**config.mk**
```make
export PLATFORM = sky130hd
export DESIGN_NAME = heartbeat_sense
export DESIGN_NICKNAME = d
export VERILOG_FILES = /design/src/rtl/heartbeat_sense_pkg.sv /design/src/rtl/beat_interval_counter.sv /design/src/rtl/heartbeat_sense.sv
export SDC_FILE = /design/constraint.sdc
export NUM_CORES = 1
export LEC_CHECK = 0
export CORE_UTILIZATION = 50
export DETAILED_ROUTE_END_ITERATION = 16
export MAX_ROUTING_LAYER = met4
export PLACE_DENSITY_LB_ADDON = 0.08
export SYNTH_ARGS = -nofsm -noshare
export SYNTH_HDL_FRONTEND = slang
export SYNTH_HIERARCHICAL = 1
export SYNTH_SLANG_ARGS = --single-unit
```
**constraint.sdc**
```tcl
create_clock -name clk -period 2.5 [get_ports clk]
set_input_delay 0.5 -clock clk [delete_from_list [all_inputs] [get_ports clk]]
set_output_delay 0.5 -clock clk [all_outputs]
set_load 0.02 [all_outputs]
```
**src/rtl/heartbeat_sense_pkg.sv**
```systemverilog
// rtl/heartbeat_sense_pkg.sv - shared types and default widths for the heartbeat sense front-end
//
// Contents:
//   sense_state_e   - detection FSM state, 2-bit encoding (also driven out on sense_state)
//   SAMPLE_W_DEF    - default sample / threshold width
//   CNT_W_DEF       - default width of the shared refractory/blanking down-counter
//   INTERVAL_W_DEF  - default width of the R-R interval counter
package heartbeat_sense_pkg;

  localparam int SAMPLE_W_DEF   = 8;
  localparam int CNT_W_DEF      = 16;
  localparam int INTERVAL_W_DEF = 32;

  typedef enum logic [1:0] {
    ST_ARMED   = 2'd0,
    ST_REFRACT = 2'd1,
    ST_BLANK   = 2'd2
  } sense_state_e;

endpackage

```
**src/rtl/beat_interval_counter.sv**
```systemverilog
// rtl/beat_interval_counter.sv - saturating beat-to-beat interval counter with restart and latch
//
// Ports:
//   clk      in   clock, rising edge
//   rst      in   synchronous active-high reset
//   restart  in   restart the count from 0 without reporting (pace reference)
//   latch    in   beat detected: report count+1 and restart from 0
//   interval out  last reported interval in clk cycles
//   valid    out  one-cycle pulse when interval updates
module beat_interval_counter
  import heartbeat_sense_pkg::*;
#(
  parameter int W = INTERVAL_W_DEF
) (
  input  logic         clk,
  input  logic         rst,
  input  logic         restart,
  input  logic         latch,
  output logic [W-1:0] interval,
  output logic         valid
);

  logic [W-1:0] cnt_q;
  logic [W-1:0] cnt_inc;

  // Saturating increment: an absurdly long gap reports all-ones, never wraps.
  assign cnt_inc = (&cnt_q) ? cnt_q : cnt_q + W'(1);

  always_ff @(posedge clk) begin
    if (rst) begin
      cnt_q    <= '0;
      interval <= '0;
      valid    <= 1'b0;
    end else begin
      valid <= latch;
      if (latch) begin
        interval <= cnt_inc;
      end
      if (restart || latch) begin
        cnt_q <= '0;
      end else begin
        cnt_q <= cnt_inc;
      end
    end
  end

endmodule

```
**src/rtl/heartbeat_sense.sv**
```systemverilog
// rtl/heartbeat_sense.sv - threshold/hysteresis beat detector with refractory and pace blanking
//
// Optional feature macro: BEAT_INTERVAL_EN (adds rr_interval / rr_valid and the interval counter)
//
// Ports:
//   clk            in   clock, rising edge
//   rst            in   synchronous active-high reset
//   sample_valid   in   sample is valid this cycle
//   sample         in   unsigned rectified signal magnitude
//   thresh_hi      in   detection threshold (sample >= thresh_hi)
//   thresh_lo      in   release threshold (sample <= thresh_lo)
//   pace_in        in   pace pulse from the pacer, starts blanking
//   heartbeat_out  out  one-cycle beat pulse to the pacer
//   rr_interval    out  last beat-to-beat interval (BEAT_INTERVAL_EN only)
//   rr_valid       out  pulses with heartbeat_out when rr_interval updates (BEAT_INTERVAL_EN only)
//   sense_state    out  current FSM state, 0=ARMED 1=REFRACT 2=BLANK
module heartbeat_sense
  import heartbeat_sense_pkg::*;
#(
  parameter int SAMPLE_W       = SAMPLE_W_DEF,
  parameter int REFRACT_CYCLES = 32,
  parameter int BLANK_CYCLES   = 16,
  parameter int CNT_W          = CNT_W_DEF
`ifdef BEAT_INTERVAL_EN
  ,
  parameter int INTERVAL_W     = INTERVAL_W_DEF
`endif
) (
  input  logic                  clk,
  input  logic                  rst,
  input  logic                  sample_valid,
  input  logic [SAMPLE_W-1:0]   sample,
  input  logic [SAMPLE_W-1:0]   thresh_hi,
  input  logic [SAMPLE_W-1:0]   thresh_lo,
  input  logic                  pace_in,
  output logic                  heartbeat_out,
`ifdef BEAT_INTERVAL_EN
  output logic [INTERVAL_W-1:0] rr_interval,
  output logic                  rr_valid,
`endif
  output logic [1:0]            sense_state
);

  localparam logic [CNT_W-1:0] REFRACT_LOAD = CNT_W'(REFRACT_CYCLES - 1);
  localparam logic [CNT_W-1:0] BLANK_LOAD   = CNT_W'(BLANK_CYCLES - 1);

  sense_state_e     state_q, state_d;
  logic [CNT_W-1:0] cnt_q, cnt_d;
  logic             rel_q, rel_d;
  logic             beat_q, beat_d;
  logic             hit;
  logic             rel_smp;

  assign hit     = sample_valid && (sample >= thresh_hi);
  assign rel_smp = sample_valid && (sample <= thresh_lo);

  always_ff @(posedge clk) begin
    if (rst) begin
      state_q <= ST_ARMED;
      cnt_q   <= '0;
      rel_q   <= 1'b0;
      beat_q  <= 1'b0;
    end else begin
      state_q <= state_d;
      cnt_q   <= cnt_d;
      rel_q   <= rel_d;
      beat_q  <= beat_d;
    end
  end

  always_comb begin
    state_d = state_q;
    cnt_d   = cnt_q;
    rel_d   = rel_q;
    beat_d  = 1'b0;
    if (pace_in) begin
      // Pace wins over detection in every state; in BLANK this re-extends blanking.
      state_d = ST_BLANK;
      cnt_d   = BLANK_LOAD;
      rel_d   = 1'b0;
    end else begin
      case (state_q)
        ST_ARMED: begin
          if (hit) begin
            state_d = ST_REFRACT;
            cnt_d   = REFRACT_LOAD;
            rel_d   = 1'b0;
            beat_d  = 1'b1;
          end
        end
        ST_REFRACT: begin
          // Release may be seen at any point of the refractory window, but the
          // block only re-arms once the window has fully elapsed.
          if (cnt_q != '0) begin
            cnt_d = cnt_q - CNT_W'(1);
            rel_d = rel_q | rel_smp;
          end else if (rel_q || rel_smp) begin
            state_d = ST_ARMED;
            rel_d   = 1'b0;
          end
        end
        ST_BLANK: begin
          // Everything is ignored here; exiting into REFRACT with a clear flag
          // forces a fresh release sample before the next detection.
          if (cnt_q != '0) begin
            cnt_d = cnt_q - CNT_W'(1);
          end else begin
            state_d = ST_REFRACT;
            rel_d   = 1'b0;
          end
        end
        default: begin
          state_d = ST_ARMED;
          cnt_d   = '0;
          rel_d   = 1'b0;
        end
      endcase
    end
  end

  always_comb begin
    heartbeat_out = beat_q;
    sense_state   = state_q;
  end

`ifdef BEAT_INTERVAL_EN
  beat_interval_counter #(
    .W (INTERVAL_W)
  ) u_interval (
    .clk      (clk),
    .rst      (rst),
    .restart  (pace_in),
    .latch    (beat_d),
    .interval (rr_interval),
    .valid    (rr_valid)
  );
`endif

endmodule

```
==> results.md <==
* Synth unique cells at 42
* Routability Congestion at 0.8637
* Syn Nets at 251
* Post-synth EDFFs at 0
* Hold/Removal Path Class: flip-flop to flip-flop
* GR peak layer: met2
* Synth top cells by count: inv_1, ha_1, dfxtp_1
* FP Rows at 20
* Crit path largest cell delay at 450 ps
* Slew at the pin closest to its max-slew limit at 552.5 ps
* Inserted Clock Buffers at 3
* Met1 global-route usage at 0.3080
* H-Tree Depth at 1
* Slew Viols, Final at 0
* Die area at 3444 um^2
* Vias per cell at 5.622
* Antenna cell count at 0
* All-Layer GR Usage at 0.2683
* Final Setup Violations at 0
* Die Span X at 58.69 um
* Post-DP HPWL at 3.071 mm
* Yosys top cell by area: dfxtp_1
* Crit path max-delay cell type: clkdlybuf4s50_1
* Sequential area share after synthesis at 0.2492
* Synthesized flop and latch total at 20
* Worst-skew pair later-pin latency at 320 ps
* Max-cap violations at 0
* Starting Density at 0.5262
* Ports at 31
* Hold Vio Cnt, Final at 0
* Shortest period the worst path allows at 2416 ps
* First-pass GRT wire length at 6.920 mm
* Vias in the first global route at 1642
* Area Overhead vs Synth at 31.54%
* Clk sinks at 20
* Syn Inst Count at 202
* Leak Pwr at 0.0009267 uW
* Status: finished, final reports clean
* Avg Cell Area, Syn at 7.953 um^2
* Synth top area share at 0.2492
* # hold bufs at CTS at 0
* Clock root buffer: clkbuf_4
* Pwr Total at 1086 uW
* Synth Cell Area at 1607 um^2
* Met2 Track Usage GR at 0.4795
* F_max at 413.9 MHz
* WHS at 520.7 ps
* Power Density at 513.8 nW/um^2
* Share of async-settable or async-resettable flops after synthesis at 0
* Yosys warnings at 6
* Drt first pass iters at 4
* Die Ht at 58.69 um
* Post-DRT Antenna Nets at 0
* Final #Nets at 294
* Antenna violations before repair at 0
* WL per Instance at 14.30 um
* Max-slew headroom at 0.6309
* Count leader, synth: inv_1
* Clock transition at the registers of the reported paths at 130 ps
* Residual DRC at 0
* Crit path kind: primary input to flip-flop
* # port buffers at 30
* Largest net degree at the start of global routing at 14
* Clk buf depth at 2
* Vias at 1619
* Critical-path cell list: clkdlybuf4s50_1, inv_1, ha_1, nand2b_4, a2111oi_4, o211ai_1, and2_2, o311a_2, o2111a_1
* Starting DRT DRC Count at 97
* Peak supply drop at 0.0003901 V
* CP delay by family, top: compound AO/OA/AOI/OAI gates
* Critical path launch point type: primary input
* Grt met3 use at 0.05275
* Total core area at 3053 um^2
* Critical path buffers and inverters at 2
* Total grt overflow at 0
* Fin crit share at 0.9664
* Setup bufs post-CTS at 0
* Worst path required time at 2730 ps
* Synth area leaders: dfxtp_1, ha_1, inv_1
* Crit path DAT at 2640 ps
* Clock Skews at 10.73 ps
* Routed wire length at 4.117 mm
* CTS tree: yes
* CP Capture Type: flip-flop
* Synth Flop Type: dfxtp_1
* Layout cells sized above 1 at 0.1148
* Critical-path maximum fanout at 3
==> worst reg2reg max path, delay by kind of cell, from the launching register on <==
kind             cells  cell delay, ps
AO/OA/AOI/OAI        3             560
AND/OR/NAND/NOR      3            1270
flip-flops           1             370
==> flip-flops by register name (all words and copies together) (netlist names) <==
register,count
cnt_q,16
sense_state,2
heartbeat_out,1
rel_q,1
==> layout make-up <==
class,instances,area [um^2]
timing repair buffer,43,395.4
tap,44,55.05
clock buffer,4,36.28
multi-input combinational,152,1132
sequential,20,400.4
inverter,25,93.84
fill,267,939.7
==> metrics by stage <==
stage | TNS [ps] | setup slack, ps | cells | area, um^2 | utilization
floorplan | 0 | 204.8 | 202 | 1607 | -
global route | -23.81 | -23.28 | 288 | 2113 | 0.6922
detailed placement | -5941 | -388.2 | 284 | 2033 | 0.6660
CTS | 0 | 44.28 | 288 | 2079 | 0.6811
finish | 0 | 83.91 | 288 | 2113 | 0.6922
global placement | -5735 | -401.1 | 284 | 2033 | 0.6660
==> what timing repair did <==
action | CTS | global route
pin swaps | 0 | 6
gates resized for setup | 3 | 7
endpoints found under the setup margin | 10 | 18
gates cloned | 0 | 1
==> worst paths after layout <==
kind / startpoint / slack [ps] / cells after the start / to
max: sample[0] / 80 / 9 / sense_state[0]$_SDFFE_PP0P_
min: cnt_q[12]$_SDFFE_PP0P_ / 520 / 2 / cnt_q[12]$_SDFFE_PP0P_
max reg2reg: cnt_q[8]$_SDFFE_PP0P_ / 260 / 6 / sense_state[0]$_SDFFE_PP0P_
min reg2reg: cnt_q[12]$_SDFFE_PP0P_ / 520 / 2 / cnt_q[12]$_SDFFE_PP0P_
==> kinds of logic (layout without fill, tap and decap cells) <==
| group | count (synthesis) | in the layout | synth area share |
|---|---|---|---|
| mux | 1 | 1 | 0.006231 |
| xor+xnor | 10 | 10 | 0.05452 |
| compound gates | 42 | 42 | 0.1776 |
| fa+ha+maj | 21 | 21 | 0.1636 |
| buf+inv | 30 | 72 | 0.07476 |
| flops | 20 | 20 | 0.2492 |
| simple gates | 78 | 78 | 0.2741 |
==> where the power goes <==
group	internal (uW)	switching [uW]	total, uW
combinational	245	274	518
clock	89.1	111	200
sequential	344	23.1	367
==> metal layers <==
layer,vias up,routed length (um)
met5,-,0
met4,0,68
met3,11,179
met2,51,2035
met1,742,1834
li1,815,-
==> layout by cell type (no fill, tap or decap), types with 2 or more instances in the layout <==
cell / Yosys / routed
a21oi_1: 15 / 14
a221oi_1: 4 / 4
buf_4: 0 / 12
clkbuf_4: 0 / 3
clkdlybuf4s50_1: 0 / 30
dfxtp_1: 20 / 20
ha_1: 21 / 21
inv_1: 25 / 25
nand2_1: 9 / 9
nand2b_1: 5 / 4
nand2b_4: 1 / 2
nand3_1: 4 / 4
nand4_1: 10 / 10
nand4b_1: 3 / 3
nor2_1: 17 / 17
nor2b_1: 2 / 2
nor3_1: 10 / 10
nor3b_1: 3 / 3
nor4_1: 3 / 3
o211ai_1: 3 / 3
o21a_1: 3 / 3
o21ai_0: 5 / 4
or3_1: 6 / 6
xor2_1: 9 / 9
No activity file was read; power rests on OpenSTA's default activity.
